--- src/rtl/ysyx_23060171_lsu_pkg.sv ---
// ---------------------------------------------------------------------------
// ysyx_23060171_lsu_pkg
// Shared types for the load/store unit:
//   lsu_state_e : FSM states (IDLE / REQ / WAIT / RESP)
//   lsu_size_e  : access size encoding carried on req_size
//   size_bytes  : number of bytes touched by an access of a given size
// ---------------------------------------------------------------------------
package ysyx_23060171_lsu_pkg;

    typedef enum logic [1:0] {
        IDLE = 2'd0,
        REQ  = 2'd1,
        WAIT = 2'd2,
        RESP = 2'd3
    } lsu_state_e;

    typedef enum logic [1:0] {
        SZ_B = 2'd0,
        SZ_H = 2'd1,
        SZ_W = 2'd2,
        SZ_D = 2'd3
    } lsu_size_e;

    function automatic logic [3:0] size_bytes(input logic [1:0] size);
        return 4'd1 << size;
    endfunction

endpackage

--- src/rtl/ysyx_23060171_lsu_if.sv ---
// ---------------------------------------------------------------------------
// ysyx_23060171_lsu_if
// Bundles the three handshake channels around the LSU:
//   req_*      : EXU -> LSU request   (req_valid / req_ready)
//   resp_*     : LSU -> WBU result    (resp_valid / resp_ready)
//   mem_req_*  : LSU -> memory request, mem_addr/mem_wen/mem_wdata/mem_wstrb
//   mem_resp_* : memory -> LSU response, mem_rdata/mem_resp_err
// Handshake rule on every channel: a transfer happens in a cycle where both
// valid and ready are high at the rising clock edge; once valid is raised the
// sender keeps valid and its payload stable until that transfer.
// Modports:
//   master : the LSU itself (it masters the memory bus)
//   slave  : everything around it (EXU, WBU, memory)
// ---------------------------------------------------------------------------
interface ysyx_23060171_lsu_if #(
    parameter int XLEN = 32,
    parameter int AW   = 32
);
    logic              req_valid;
    logic              req_ready;
    logic              req_wen;
    logic [AW-1:0]     req_addr;
    logic [XLEN-1:0]   req_wdata;
    logic [1:0]        req_size;
    logic              req_unsigned;

    logic              resp_valid;
    logic              resp_ready;
    logic [XLEN-1:0]   resp_rdata;
    logic              resp_err;

    logic              mem_req_valid;
    logic              mem_req_ready;
    logic [AW-1:0]     mem_addr;
    logic              mem_wen;
    logic [XLEN-1:0]   mem_wdata;
    logic [XLEN/8-1:0] mem_wstrb;
    logic              mem_resp_valid;
    logic              mem_resp_ready;
    logic [XLEN-1:0]   mem_rdata;
    logic              mem_resp_err;

    modport master (
        input  req_valid, req_wen, req_addr, req_wdata, req_size, req_unsigned,
        input  resp_ready, mem_req_ready, mem_resp_valid, mem_rdata, mem_resp_err,
        output req_ready, resp_valid, resp_rdata, resp_err,
        output mem_req_valid, mem_addr, mem_wen, mem_wdata, mem_wstrb, mem_resp_ready
    );

    modport slave (
        output req_valid, req_wen, req_addr, req_wdata, req_size, req_unsigned,
        output resp_ready, mem_req_ready, mem_resp_valid, mem_rdata, mem_resp_err,
        input  req_ready, resp_valid, resp_rdata, resp_err,
        input  mem_req_valid, mem_addr, mem_wen, mem_wdata, mem_wstrb, mem_resp_ready
    );
endinterface

--- src/rtl/ysyx_23060171_lsu_align.sv ---
// ---------------------------------------------------------------------------
// ysyx_23060171_lsu_align
// Purely combinational byte-lane logic.
//   i_off      : byte offset of the access inside the bus word
//   i_size     : access size (lsu_size_e encoding)
//   i_unsigned : zero-extend instead of sign-extend the load
//   i_wdata    : right-aligned store data
//   i_rdata    : raw aligned bus read word
//   o_wstrb    : byte strobes for the store
//   o_wdata    : store data moved into its byte lanes
//   o_rdata    : load data shifted down, truncated and extended
// ---------------------------------------------------------------------------
module ysyx_23060171_lsu_align
    import ysyx_23060171_lsu_pkg::*;
#(
    parameter int XLEN = 32
) (
    input  logic [$clog2(XLEN/8)-1:0] i_off,
    input  logic [1:0]                i_size,
    input  logic                      i_unsigned,
    input  logic [XLEN-1:0]           i_wdata,
    input  logic [XLEN-1:0]           i_rdata,
    output logic [XLEN/8-1:0]         o_wstrb,
    output logic [XLEN-1:0]           o_wdata,
    output logic [XLEN-1:0]           o_rdata
);
    localparam int NB = XLEN / 8;

    logic [NB-1:0]   w_base;
    logic [XLEN-1:0] w_sh;
    logic [XLEN-1:0] w_mask;
    logic            w_sign;

    // 2^bytes - 1 gives the strobe pattern of the access at lane 0.
    assign w_base  = NB'((9'd1 << size_bytes(i_size)) - 9'd1);
    assign o_wstrb = w_base << i_off;
    assign o_wdata = i_wdata << {i_off, 3'b000};

    assign w_sh = i_rdata >> {i_off, 3'b000};

    // w_mask keeps the loaded bits; a full-width access keeps everything,
    // so ~w_mask is zero and i_unsigned has no effect there.
    always_comb begin
        w_mask = '1;
        w_sign = 1'b0;
        case (lsu_size_e'(i_size))
            SZ_B: begin
                w_mask = XLEN'(64'h0000_0000_0000_00FF);
                w_sign = w_sh[7];
            end
            SZ_H: begin
                w_mask = XLEN'(64'h0000_0000_0000_FFFF);
                w_sign = w_sh[15];
            end
            SZ_W: begin
                w_mask = XLEN'(64'h0000_0000_FFFF_FFFF);
                w_sign = w_sh[31];
            end
            default: begin
                w_mask = '1;
                w_sign = 1'b0;
            end
        endcase
    end

    assign o_rdata = (w_sh & w_mask) | ({XLEN{w_sign & ~i_unsigned}} & ~w_mask);

endmodule

--- src/rtl/ysyx_23060171_lsu.sv ---
// ---------------------------------------------------------------------------
// ysyx_23060171_lsu
// Multi-cycle load/store unit between EXU (request) and WBU (response),
// driving a valid/ready data bus with one transaction in flight.
//   clk, rst     : clock, synchronous active-high reset
//   io_bus       : master modport of ysyx_23060171_lsu_if (req/resp/mem)
//   o_dbg_state  : current FSM state
// Parameters: XLEN (32 or 64), AW, TIMEOUT_CYCLES.
// Build option: define LSU_TIMEOUT_EN to add a WAIT-state watchdog that
// ends a transaction with resp_err=1 after TIMEOUT_CYCLES silent cycles.
// Without it the LSU waits for the bus indefinitely.
// ---------------------------------------------------------------------------
module ysyx_23060171_lsu
    import ysyx_23060171_lsu_pkg::*;
#(
    parameter int XLEN           = 32,
    parameter int AW             = 32,
    parameter int TIMEOUT_CYCLES = 255
) (
    input  logic                       clk,
    input  logic                       rst,
    ysyx_23060171_lsu_if.master        io_bus,
    output lsu_state_e                 o_dbg_state
);
    localparam int OFFW = $clog2(XLEN / 8);

    lsu_state_e        r_state;
    logic              r_req_ready;
    logic              r_resp_valid;
    logic              r_mem_req_valid;
    logic              r_mem_resp_ready;
    logic              r_wen;
    logic              r_unsigned;
    logic [AW-1:0]     r_addr;
    logic [XLEN-1:0]   r_wdata;
    logic [1:0]        r_size;
    logic [XLEN-1:0]   r_rdata;
    logic              r_err;

    logic [2:0]        w_lowmask;
    logic              w_misalign;
    logic              w_illegal;
    logic              w_accept;
    logic [XLEN/8-1:0] w_wstrb;
    logic [XLEN-1:0]   w_wdata;
    logic [XLEN-1:0]   w_rdata_ext;

    // Misaligned means any address bit below the access size is set.
    assign w_lowmask  = 3'(size_bytes(io_bus.req_size) - 4'd1);
    assign w_misalign = |(io_bus.req_addr[2:0] & w_lowmask);
    assign w_illegal  = (io_bus.req_size == SZ_D) && (XLEN < 64);
    assign w_accept   = io_bus.req_valid && r_req_ready;

    ysyx_23060171_lsu_align #(.XLEN(XLEN)) u_align (
        .i_off      (r_addr[OFFW-1:0]),
        .i_size     (r_size),
        .i_unsigned (r_unsigned),
        .i_wdata    (r_wdata),
        .i_rdata    (io_bus.mem_rdata),
        .o_wstrb    (w_wstrb),
        .o_wdata    (w_wdata),
        .o_rdata    (w_rdata_ext)
    );

`ifdef LSU_TIMEOUT_EN
    localparam int TOW = ($clog2(TIMEOUT_CYCLES + 1) > 8) ? $clog2(TIMEOUT_CYCLES + 1) : 8;
    localparam logic [TOW-1:0] TO_LAST = TOW'(TIMEOUT_CYCLES - 1);
    logic [TOW-1:0] r_to_cnt;
`else
    // The watchdog limit only matters when the watchdog is built in.
    logic w_unused_timeout;
    assign w_unused_timeout = (TIMEOUT_CYCLES != 0);
`endif

    always_ff @(posedge clk) begin
        if (rst) begin
            r_state          <= IDLE;
            r_req_ready      <= 1'b1;
            r_resp_valid     <= 1'b0;
            r_mem_req_valid  <= 1'b0;
            r_mem_resp_ready <= 1'b0;
            r_wen            <= 1'b0;
            r_unsigned       <= 1'b0;
            r_addr           <= '0;
            r_wdata          <= '0;
            r_size           <= '0;
            r_rdata          <= '0;
            r_err            <= 1'b0;
`ifdef LSU_TIMEOUT_EN
            r_to_cnt         <= '0;
`endif
        end else begin
            case (r_state)
                IDLE: begin
                    if (w_accept) begin
                        r_wen       <= io_bus.req_wen;
                        r_unsigned  <= io_bus.req_unsigned;
                        r_addr      <= io_bus.req_addr;
                        r_wdata     <= io_bus.req_wdata;
                        r_size      <= io_bus.req_size;
                        r_rdata     <= '0;
                        r_req_ready <= 1'b0;
                        if (w_misalign || w_illegal) begin
                            // Rejected without touching the bus.
                            r_err        <= 1'b1;
                            r_resp_valid <= 1'b1;
                            r_state      <= RESP;
                        end else begin
                            r_err           <= 1'b0;
                            r_mem_req_valid <= 1'b1;
                            r_state         <= REQ;
                        end
                    end
                end
                REQ: begin
                    if (io_bus.mem_req_ready) begin
                        r_mem_req_valid  <= 1'b0;
                        r_mem_resp_ready <= 1'b1;
                        r_state          <= WAIT;
`ifdef LSU_TIMEOUT_EN
                        r_to_cnt         <= '0;
`endif
                    end
                end
                WAIT: begin
                    if (io_bus.mem_resp_valid) begin
                        r_rdata          <= r_wen ? '0 : w_rdata_ext;
                        r_err            <= io_bus.mem_resp_err;
                        r_mem_resp_ready <= 1'b0;
                        r_resp_valid     <= 1'b1;
                        r_state          <= RESP;
                    end
`ifdef LSU_TIMEOUT_EN
                    // Counter is 0 in the first WAIT cycle, so seeing
                    // TIMEOUT_CYCLES-1 here means this is the last allowed
                    // silent cycle.
                    else if (r_to_cnt == TO_LAST) begin
                        r_rdata          <= '0;
                        r_err            <= 1'b1;
                        r_mem_resp_ready <= 1'b0;
                        r_resp_valid     <= 1'b1;
                        r_state          <= RESP;
                    end else begin
                        r_to_cnt <= r_to_cnt + 1'b1;
                    end
`endif
                end
                RESP: begin
                    // req_ready rises only after the handshake edge, so a
                    // new request is never taken in the handshake cycle.
                    if (io_bus.resp_ready) begin
                        r_resp_valid <= 1'b0;
                        r_req_ready  <= 1'b1;
                        r_state      <= IDLE;
                    end
                end
                default: r_state <= IDLE;
            endcase
        end
    end

    assign io_bus.req_ready      = r_req_ready;
    assign io_bus.resp_valid     = r_resp_valid;
    assign io_bus.resp_rdata     = r_rdata;
    assign io_bus.resp_err       = r_err;
    assign io_bus.mem_req_valid  = r_mem_req_valid;
    assign io_bus.mem_addr       = {r_addr[AW-1:OFFW], {OFFW{1'b0}}};
    assign io_bus.mem_wen        = r_wen;
    assign io_bus.mem_wdata      = w_wdata;
    assign io_bus.mem_wstrb      = w_wstrb;
    assign io_bus.mem_resp_ready = r_mem_resp_ready;
    assign o_dbg_state           = r_state;

endmodule

--- src/flat_wrapper.sv ---
// flat-port wrapper written by rule: the top's interface ports become plain ports
module ysyx_23060171_lsu_flat import ysyx_23060171_lsu_pkg::*;
#(
    parameter int XLEN           = 32,
    parameter int AW             = 32,
    parameter int TIMEOUT_CYCLES = 255
)
  (clk, rst, o_dbg_state, io_bus_req_valid, io_bus_req_wen, io_bus_req_addr, io_bus_req_wdata, io_bus_req_size, io_bus_req_unsigned, io_bus_resp_ready, io_bus_mem_req_ready, io_bus_mem_resp_valid, io_bus_mem_rdata, io_bus_mem_resp_err, io_bus_req_ready, io_bus_resp_valid, io_bus_resp_rdata, io_bus_resp_err, io_bus_mem_req_valid, io_bus_mem_addr, io_bus_mem_wen, io_bus_mem_wdata, io_bus_mem_wstrb, io_bus_mem_resp_ready);
  ysyx_23060171_lsu_if #(.XLEN(XLEN), .AW(AW)) io_bus_i ();
  input  logic clk;
  input  logic rst;
  output lsu_state_e o_dbg_state;
  input wire logic [$bits(io_bus_i.req_valid)-1:0] io_bus_req_valid;
  input wire logic [$bits(io_bus_i.req_wen)-1:0] io_bus_req_wen;
  input wire logic [$bits(io_bus_i.req_addr)-1:0] io_bus_req_addr;
  input wire logic [$bits(io_bus_i.req_wdata)-1:0] io_bus_req_wdata;
  input wire logic [$bits(io_bus_i.req_size)-1:0] io_bus_req_size;
  input wire logic [$bits(io_bus_i.req_unsigned)-1:0] io_bus_req_unsigned;
  input wire logic [$bits(io_bus_i.resp_ready)-1:0] io_bus_resp_ready;
  input wire logic [$bits(io_bus_i.mem_req_ready)-1:0] io_bus_mem_req_ready;
  input wire logic [$bits(io_bus_i.mem_resp_valid)-1:0] io_bus_mem_resp_valid;
  input wire logic [$bits(io_bus_i.mem_rdata)-1:0] io_bus_mem_rdata;
  input wire logic [$bits(io_bus_i.mem_resp_err)-1:0] io_bus_mem_resp_err;
  output wire logic [$bits(io_bus_i.req_ready)-1:0] io_bus_req_ready;
  output wire logic [$bits(io_bus_i.resp_valid)-1:0] io_bus_resp_valid;
  output wire logic [$bits(io_bus_i.resp_rdata)-1:0] io_bus_resp_rdata;
  output wire logic [$bits(io_bus_i.resp_err)-1:0] io_bus_resp_err;
  output wire logic [$bits(io_bus_i.mem_req_valid)-1:0] io_bus_mem_req_valid;
  output wire logic [$bits(io_bus_i.mem_addr)-1:0] io_bus_mem_addr;
  output wire logic [$bits(io_bus_i.mem_wen)-1:0] io_bus_mem_wen;
  output wire logic [$bits(io_bus_i.mem_wdata)-1:0] io_bus_mem_wdata;
  output wire logic [$bits(io_bus_i.mem_wstrb)-1:0] io_bus_mem_wstrb;
  output wire logic [$bits(io_bus_i.mem_resp_ready)-1:0] io_bus_mem_resp_ready;
  assign io_bus_i.req_valid = io_bus_req_valid;
  assign io_bus_i.req_wen = io_bus_req_wen;
  assign io_bus_i.req_addr = io_bus_req_addr;
  assign io_bus_i.req_wdata = io_bus_req_wdata;
  assign io_bus_i.req_size = io_bus_req_size;
  assign io_bus_i.req_unsigned = io_bus_req_unsigned;
  assign io_bus_i.resp_ready = io_bus_resp_ready;
  assign io_bus_i.mem_req_ready = io_bus_mem_req_ready;
  assign io_bus_i.mem_resp_valid = io_bus_mem_resp_valid;
  assign io_bus_i.mem_rdata = io_bus_mem_rdata;
  assign io_bus_i.mem_resp_err = io_bus_mem_resp_err;
  assign io_bus_req_ready = io_bus_i.req_ready;
  assign io_bus_resp_valid = io_bus_i.resp_valid;
  assign io_bus_resp_rdata = io_bus_i.resp_rdata;
  assign io_bus_resp_err = io_bus_i.resp_err;
  assign io_bus_mem_req_valid = io_bus_i.mem_req_valid;
  assign io_bus_mem_addr = io_bus_i.mem_addr;
  assign io_bus_mem_wen = io_bus_i.mem_wen;
  assign io_bus_mem_wdata = io_bus_i.mem_wdata;
  assign io_bus_mem_wstrb = io_bus_i.mem_wstrb;
  assign io_bus_mem_resp_ready = io_bus_i.mem_resp_ready;
  ysyx_23060171_lsu #(.XLEN(XLEN), .AW(AW), .TIMEOUT_CYCLES(TIMEOUT_CYCLES)) u_core (.clk(clk), .rst(rst), .io_bus(io_bus_i), .o_dbg_state(o_dbg_state));
endmodule
--- config.mk ---
export PLATFORM = sky130hd
export DESIGN_NAME = ysyx_23060171_lsu_flat
export DESIGN_NICKNAME = d
export VERILOG_FILES = /design/src/rtl/ysyx_23060171_lsu_pkg.sv /design/src/rtl/ysyx_23060171_lsu_if.sv /design/src/rtl/ysyx_23060171_lsu_align.sv /design/src/rtl/ysyx_23060171_lsu.sv /design/src/flat_wrapper.sv
export SDC_FILE = /design/constraint.sdc
export NUM_CORES = 1
export LEC_CHECK = 0
export ABC_CLOCK_PERIOD_IN_PS = 4700
export CORE_MARGIN = 2
export CORE_UTILIZATION = 47
export DETAILED_ROUTE_END_ITERATION = 8
export HOLD_SLACK_MARGIN = 0.05
export PLACE_DENSITY_LB_ADDON = 0.12
export SYNTH_ARGS = -nofsm -noshare
export SYNTH_HDL_FRONTEND = slang
export SYNTH_SLANG_ARGS = --single-unit
--- constraint.sdc ---
create_clock -name clk -period 4.7 [get_ports clk]
set_input_delay 1.41 -clock clk [delete_from_list [all_inputs] [get_ports clk]]
set_output_delay 1.41 -clock clk [all_outputs]
set_load 0.005 [all_outputs]
# Yosys cells after proc, flatten, opt, wreduce, memory -nomap -nowiden
# Cells that the tools add are included.
[totals]
output_inout_bits = 108
input_bits = 107
regBits = 107
[op_classes]
n_eq_ne = 12
muxes = 31
n_reduce_logical = 17
n_shift = 6
bitwise = 7
n_addsub = 2
[ops]
columns = ["cell", "count"]
rows = [
  ["32-bit one-hot mux with 2 select lines", 2],
  ["32-bit 2-to-1 mux", 3],
  ["32-bit AND", 2],
  ["32-bit NOT", 1],
  ["32-bit bitwise OR", 1],
  ["32-bit by 5-bit left shift with 32-bit output", 1],
  ["32-bit by 5-bit right shift with 32-bit output", 1],
  ["1-bit 2-to-1 mux", 14],
  ["2-bit 2-to-1 mux", 5],
  ["3-bit AND reduction", 3],
  ["2-bit equality test, second input constant", 4],
  ["2-bit inequality test, second input constant", 4],
  ["1-bit one-hot mux with 2 select lines", 4],
  ["2-bit one-hot mux with 4 select lines", 1],
  ["4-bit AND reduction", 2],
  ["2-bit nonzero test", 4],
  ["1-bit one-hot mux with 3 select lines", 2],
  ["5-bit AND reduction", 1],
  ["2-bit by 1-bit equality test with 1-bit output, second input constant", 2],
  ["2-bit zero test", 2],
  ["2-bit by 1-bit inequality test with 1-bit output, second input constant", 2],
  ["1-bit by 2-bit left shift with 4-bit output, first input constant", 1],
  ["1-bit by 4-bit left shift with 4-bit output, first input constant", 1],
  ["4-bit by 2-bit left shift with 4-bit output", 1],
  ["other kinds (11)", 11],
]

# Longest topological paths before layout
[logic_depth]
ltp_word = 8
ltp_mapped = 8
depth_no_buf = 6

# Modules after synthesis
# From an unflattened synthesis, not the netlist that was laid out.
[hier_totals]
hier_cells = 743
area_unflattened_um2 = 5774.3
[by_module_without_submodules]
columns = ["module", "cells_each", "area_each_um2", "instances"]
rows = [
  ["ysyx_23060171_lsu", 529, 4210.3, 1],
  ["ysyx_23060171_lsu_align", 214, 1564.0, 1],
]

# Least setup slack after synthesis
# Ideal clock, no wire load.
[synth_timing]
path_kind = "reg-to-output"
startpoint = "register u_core.r_addr[1]"
endpoint = "output io_bus_mem_wstrb[2]"
path_stages_with_launch = 6
path_slack_ns = 1.957
required_time_ns = 3.290
t_arrival_ns = 1.333
path_cell_list = "dfxtp_1 buf_6 buf_2 buf_2 clkbuf_1 a21oi_1"
[synth_via]
elab_chain_cells = 1
[synth_rtl]
columns = ["item", "line_no", "text"]
rows = [
  ["start: declaration", "ysyx_23060171_lsu.sv:34", "logic [AW-1:0] r_addr;"],
  ["start signal: assignment", "ysyx_23060171_lsu.sv:98", "r_addr <= io_bus.req_addr;"],
  ["4-bit by 2-bit left shift with 4-bit output", "ysyx_23060171_lsu_align.sv:36", "assign o_wstrb = w_base << i_off;"],
  ["end: declaration", "flat_wrapper.sv:32", "output wire logic [$bits(io_bus_i.mem_wstrb)-1:0] io_bus_mem_wstrb;"],
]
# No other way between the ends.

# Final worst setup path
[layout_timing]
startpoint = "register u_core.r_addr[0]"
endpoint = "output io_bus_mem_wstrb[1]"
# The elaborated chain is that of the path after synthesis.

==> impl_metrics.ini <==
[die]
die_w_um = 109
start_util = 0.479
coreArea_um2 = 10800
num_rows = 38
io_pins = 215
dieHeight_um = 109
dieArea_um2 = 11900

[global_route]
met2_usage = 0.399
antenna_found_initial = 1
met1_usage = 0.314
overflow = 0
grt_pass1_vias = 4806
grtUsageTotal = 0.250
grt_max_degree = 101
top_usage_layer = met2
grt_use_met3 = 0.0861
grt_pass1_wl_um = 23700

[timing]
setup_violations = 0
finalCritPeriodShare = 0.831
max_slew.worst_pin.slew_ns = 1.07
maxSlewViolCount = 0
clock-skew-final_ns = 0.00762
finalSetupTns_ns = 0
post-route-min-period_ns = 3.91
relSlewSlack = 0.289
rsz0062_at_grt = false
max_freq_ghz = 0.256
hold_viol = 0

[clock_tree]
cts_hold_buf = 0
clock-sinks = 107
clockBufferDepth = 2
cts.reportedPaths.clkPinSlew_ns = 0.10
numCtsBuffers = 9
cts_tree = done
clockRootBuffer = clkbuf_8
clkLatencyLatePin_ns = 0.35
ctsResizeCount = 0
post-cts-setup-buffer-count = 0
htree_levels = 3

[power]
pwr-share-seq = 0.396
switching_share = 0.346
internal_power_mw = 1.99
vdd_drop_max_mv = 0.207
p_total_mw = 3.04
cellPowerDensity_nw_per_um2 = 417
p_clk_frac = 0.196
p_leak_nw = 2.59
combPwrFrac = 0.408
switching_power_mw = 1.05

[finish]
drive_gt1_frac = 0.0474
utilization = 0.675
nNetsFinal = 909
antenna_cells = 0
syn_to_final_growth_pct = 40.9

[critical_path]
cpLargestDelayFamily = buffers and inverters
cp.depth = 3
startpoint_type = flop
cpPeakStageDelay_ns = 0.85
crit_path_end_kind = primary output
crit_path_cell_trace = clkinv_1 -> a21oi_1 -> clkdlybuf4s50_1
cp_data_required_time_ns = 3.29
r2r_cells = 4
critPathArrivalTime_ns = 2.50
cp_slowest_cell = dfxtp_2
path_buf_inv = 2
crit_path_max_fanout = 40
path_class = flop to primary output

[flow_run]
max_cap_violations = 0

[drt]
drtAntennaViolNets = 0
avgRoutedWirePerCell_um = 15.8
drt-vias-per-instance = 5.31
num_vias = 5001
postRouteWirelength_um = 14900
drc = 0
drt-initial-drc-count = 276
first_pass_iters = 4

[synth]
synth-seq-cells = 107
netlist_area_um2 = 5170
yosys.area.top_type = dfxtp_1
synth_area_leaders = dfxtp_1 (41%), nand2_1 (12%), a21oi_1 (8.9%)
synth.yosys.warnings = 0
synth_edf_count = 0
yosysTopAreaCellShare = 0.414
synthArstFlopShare = 0
syn_avg_cell_area_um2 = 8.02
ys.flop_type = dfxtp_1
synth.distinct_cells = 45
synth_cells = 645
ys_seq_area_frac = 0.414

[placed_design]
gp_congestion = 0.903
port_buffers = 212
place_hpwl_um = 10700

[min_path]
min_path_cells = 2
hold_path_class = flop to flop

[run_status]
status = complete, no violations
[cell type report]
type	count	area, um2
Multi-Input combinational cell	452	2550
Clock buffer	13	169
Inverter	7	26.3
Sequential cell	107	2140
Fill cell	958	3510
Tap cell	140	175
Timing Repair Buffer	220	2180
Clock inverter	3	45.0
[layer usage]
metal	share of wire	up-vias	routed length (um)
met1	0.41	2309	6180
met5	0.0011	-	16
met4	0.017	2	254
met3	0.098	19	1460
met2	0.47	200	7000
li1	-	2471	-
[stage by stage]
| step | instance area [um2] | hold slack [ns] | setup WS, ns | instances |
|---|---|---|---|---|
| 2_1_floorplan | 5170 | 0.432 | 1.96 | 646 |
| 3_3_place_gp | 7070 | 0.440 | 1.18 | 926 |
| 3_5_place_dp | 7070 | 0.446 | 1.12 | 926 |
| 4_1_cts | 7290 | 0.459 | 0.802 | 942 |
| 5_1_grt | 7290 | 0.476 | 0.660 | 942 |
| 6_report | 7290 | 0.456 | 0.794 | 942 |
[sequential cells by signal, indices dropped and copies added (netlist names)]
register	flops
u_core.io_bus.resp_valid	1
u_core.o_dbg_state	2
u_core.io_bus.mem_resp_ready	1
u_core.io_bus.mem_req_valid	1
u_core.r_size	2
u_core.r_wdata	32
u_core.r_unsigned	1
u_core.r_addr	32
u_core.io_bus.resp_rdata	32
u_core.io_bus.resp_err	1
u_core.io_bus.mem_wen	1
u_core.io_bus.req_ready	1
[cell usage after synthesis, types with 12 or more instances]
cell      instances
a21oi_1          92
buf_2            15
buf_4            33
a211oi_1         12
mux2i_1          38
dfxtp_1         107
clkbuf_1         25
a32oi_1          13
nor2_1           22
nand2_1         161
o21ai_1          13
nor2b_1          13
o21ai_0          21
[cells in the final DEF (no fill, tap or decap), drive strengths merged, types with 2 or more instances in the layout]
master	synthesis	layout
a22oi	3	3
a2bb2oi	8	8
nor3	6	6
nor2b	14	14
a211oi	12	12
nor2	23	23
a21oi	92	92
buf	55	9
ha	5	5
o2bb2ai	2	2
o21ai	34	34
inv	6	6
conb	1	2
nand2b	4	4
clkdlybuf4s50	0	211
a32oi	13	13
clkbuf	25	13
clkinvlp	0	2
nand2	161	161
a21boi	2	2
dfxtp	107	107
a22o	8	8
and2	8	8
or2	2	2
or4	2	2
mux2i	38	38
[path summary, 6_finish.rpt]
check / startpoint / to / slack, ns
setup / recovery: u_core.r_addr[0] / io_bus_mem_wstrb[1] / 0.79
setup reg to reg: u_core.r_addr[1] / u_core.io_bus.resp_rdata[18] / 1.93
hold reg to reg: u_core.r_wdata[28] / u_core.r_wdata[28] / 0.46
hold / removal: u_core.r_wdata[28] / u_core.r_wdata[28] / 0.46
[power by group through the flow]
| stage | Clock [mW] | Sequential, mW | Combinational (mW) |
|---|---|---|---|
| finish | 0.595 | 1.20 | 1.24 |
| global route | 0.647 | 1.23 | 1.36 |
| CTS | 0.610 | 1.20 | 1.24 |
| detailed placement | 0 | 1.22 | 1.24 |
| global placement | 0 | 1.21 | 1.22 |
| floorplan | 0 | 1.16 | 0.770 |
[worst reg2reg max path, stage by stage (launching register included)]
cell	delay, ns
dfxtp_2	0.85
buf_4	0.44
mux4_2	0.61
o2111ai_2	0.51
o21ai_0	0.20
[cell families (layout without fill, tap and decap cells)]
kind of cell             after synthesis  count (layout)  share of synthesized area
AO/OA/AOI/OAI                        181             181                      0.215
adder cells (fa/ha/maj)                5               5                     0.0121
buffers and inverters                 87             243                     0.0951
flip-flops                           107             107                      0.414
multiplexers                          40              40                     0.0801
other                                  1               2                   0.000725
AND/OR/NAND/NOR                      224             224                      0.183
Note: power is estimated with default switching activity, not from simulation.
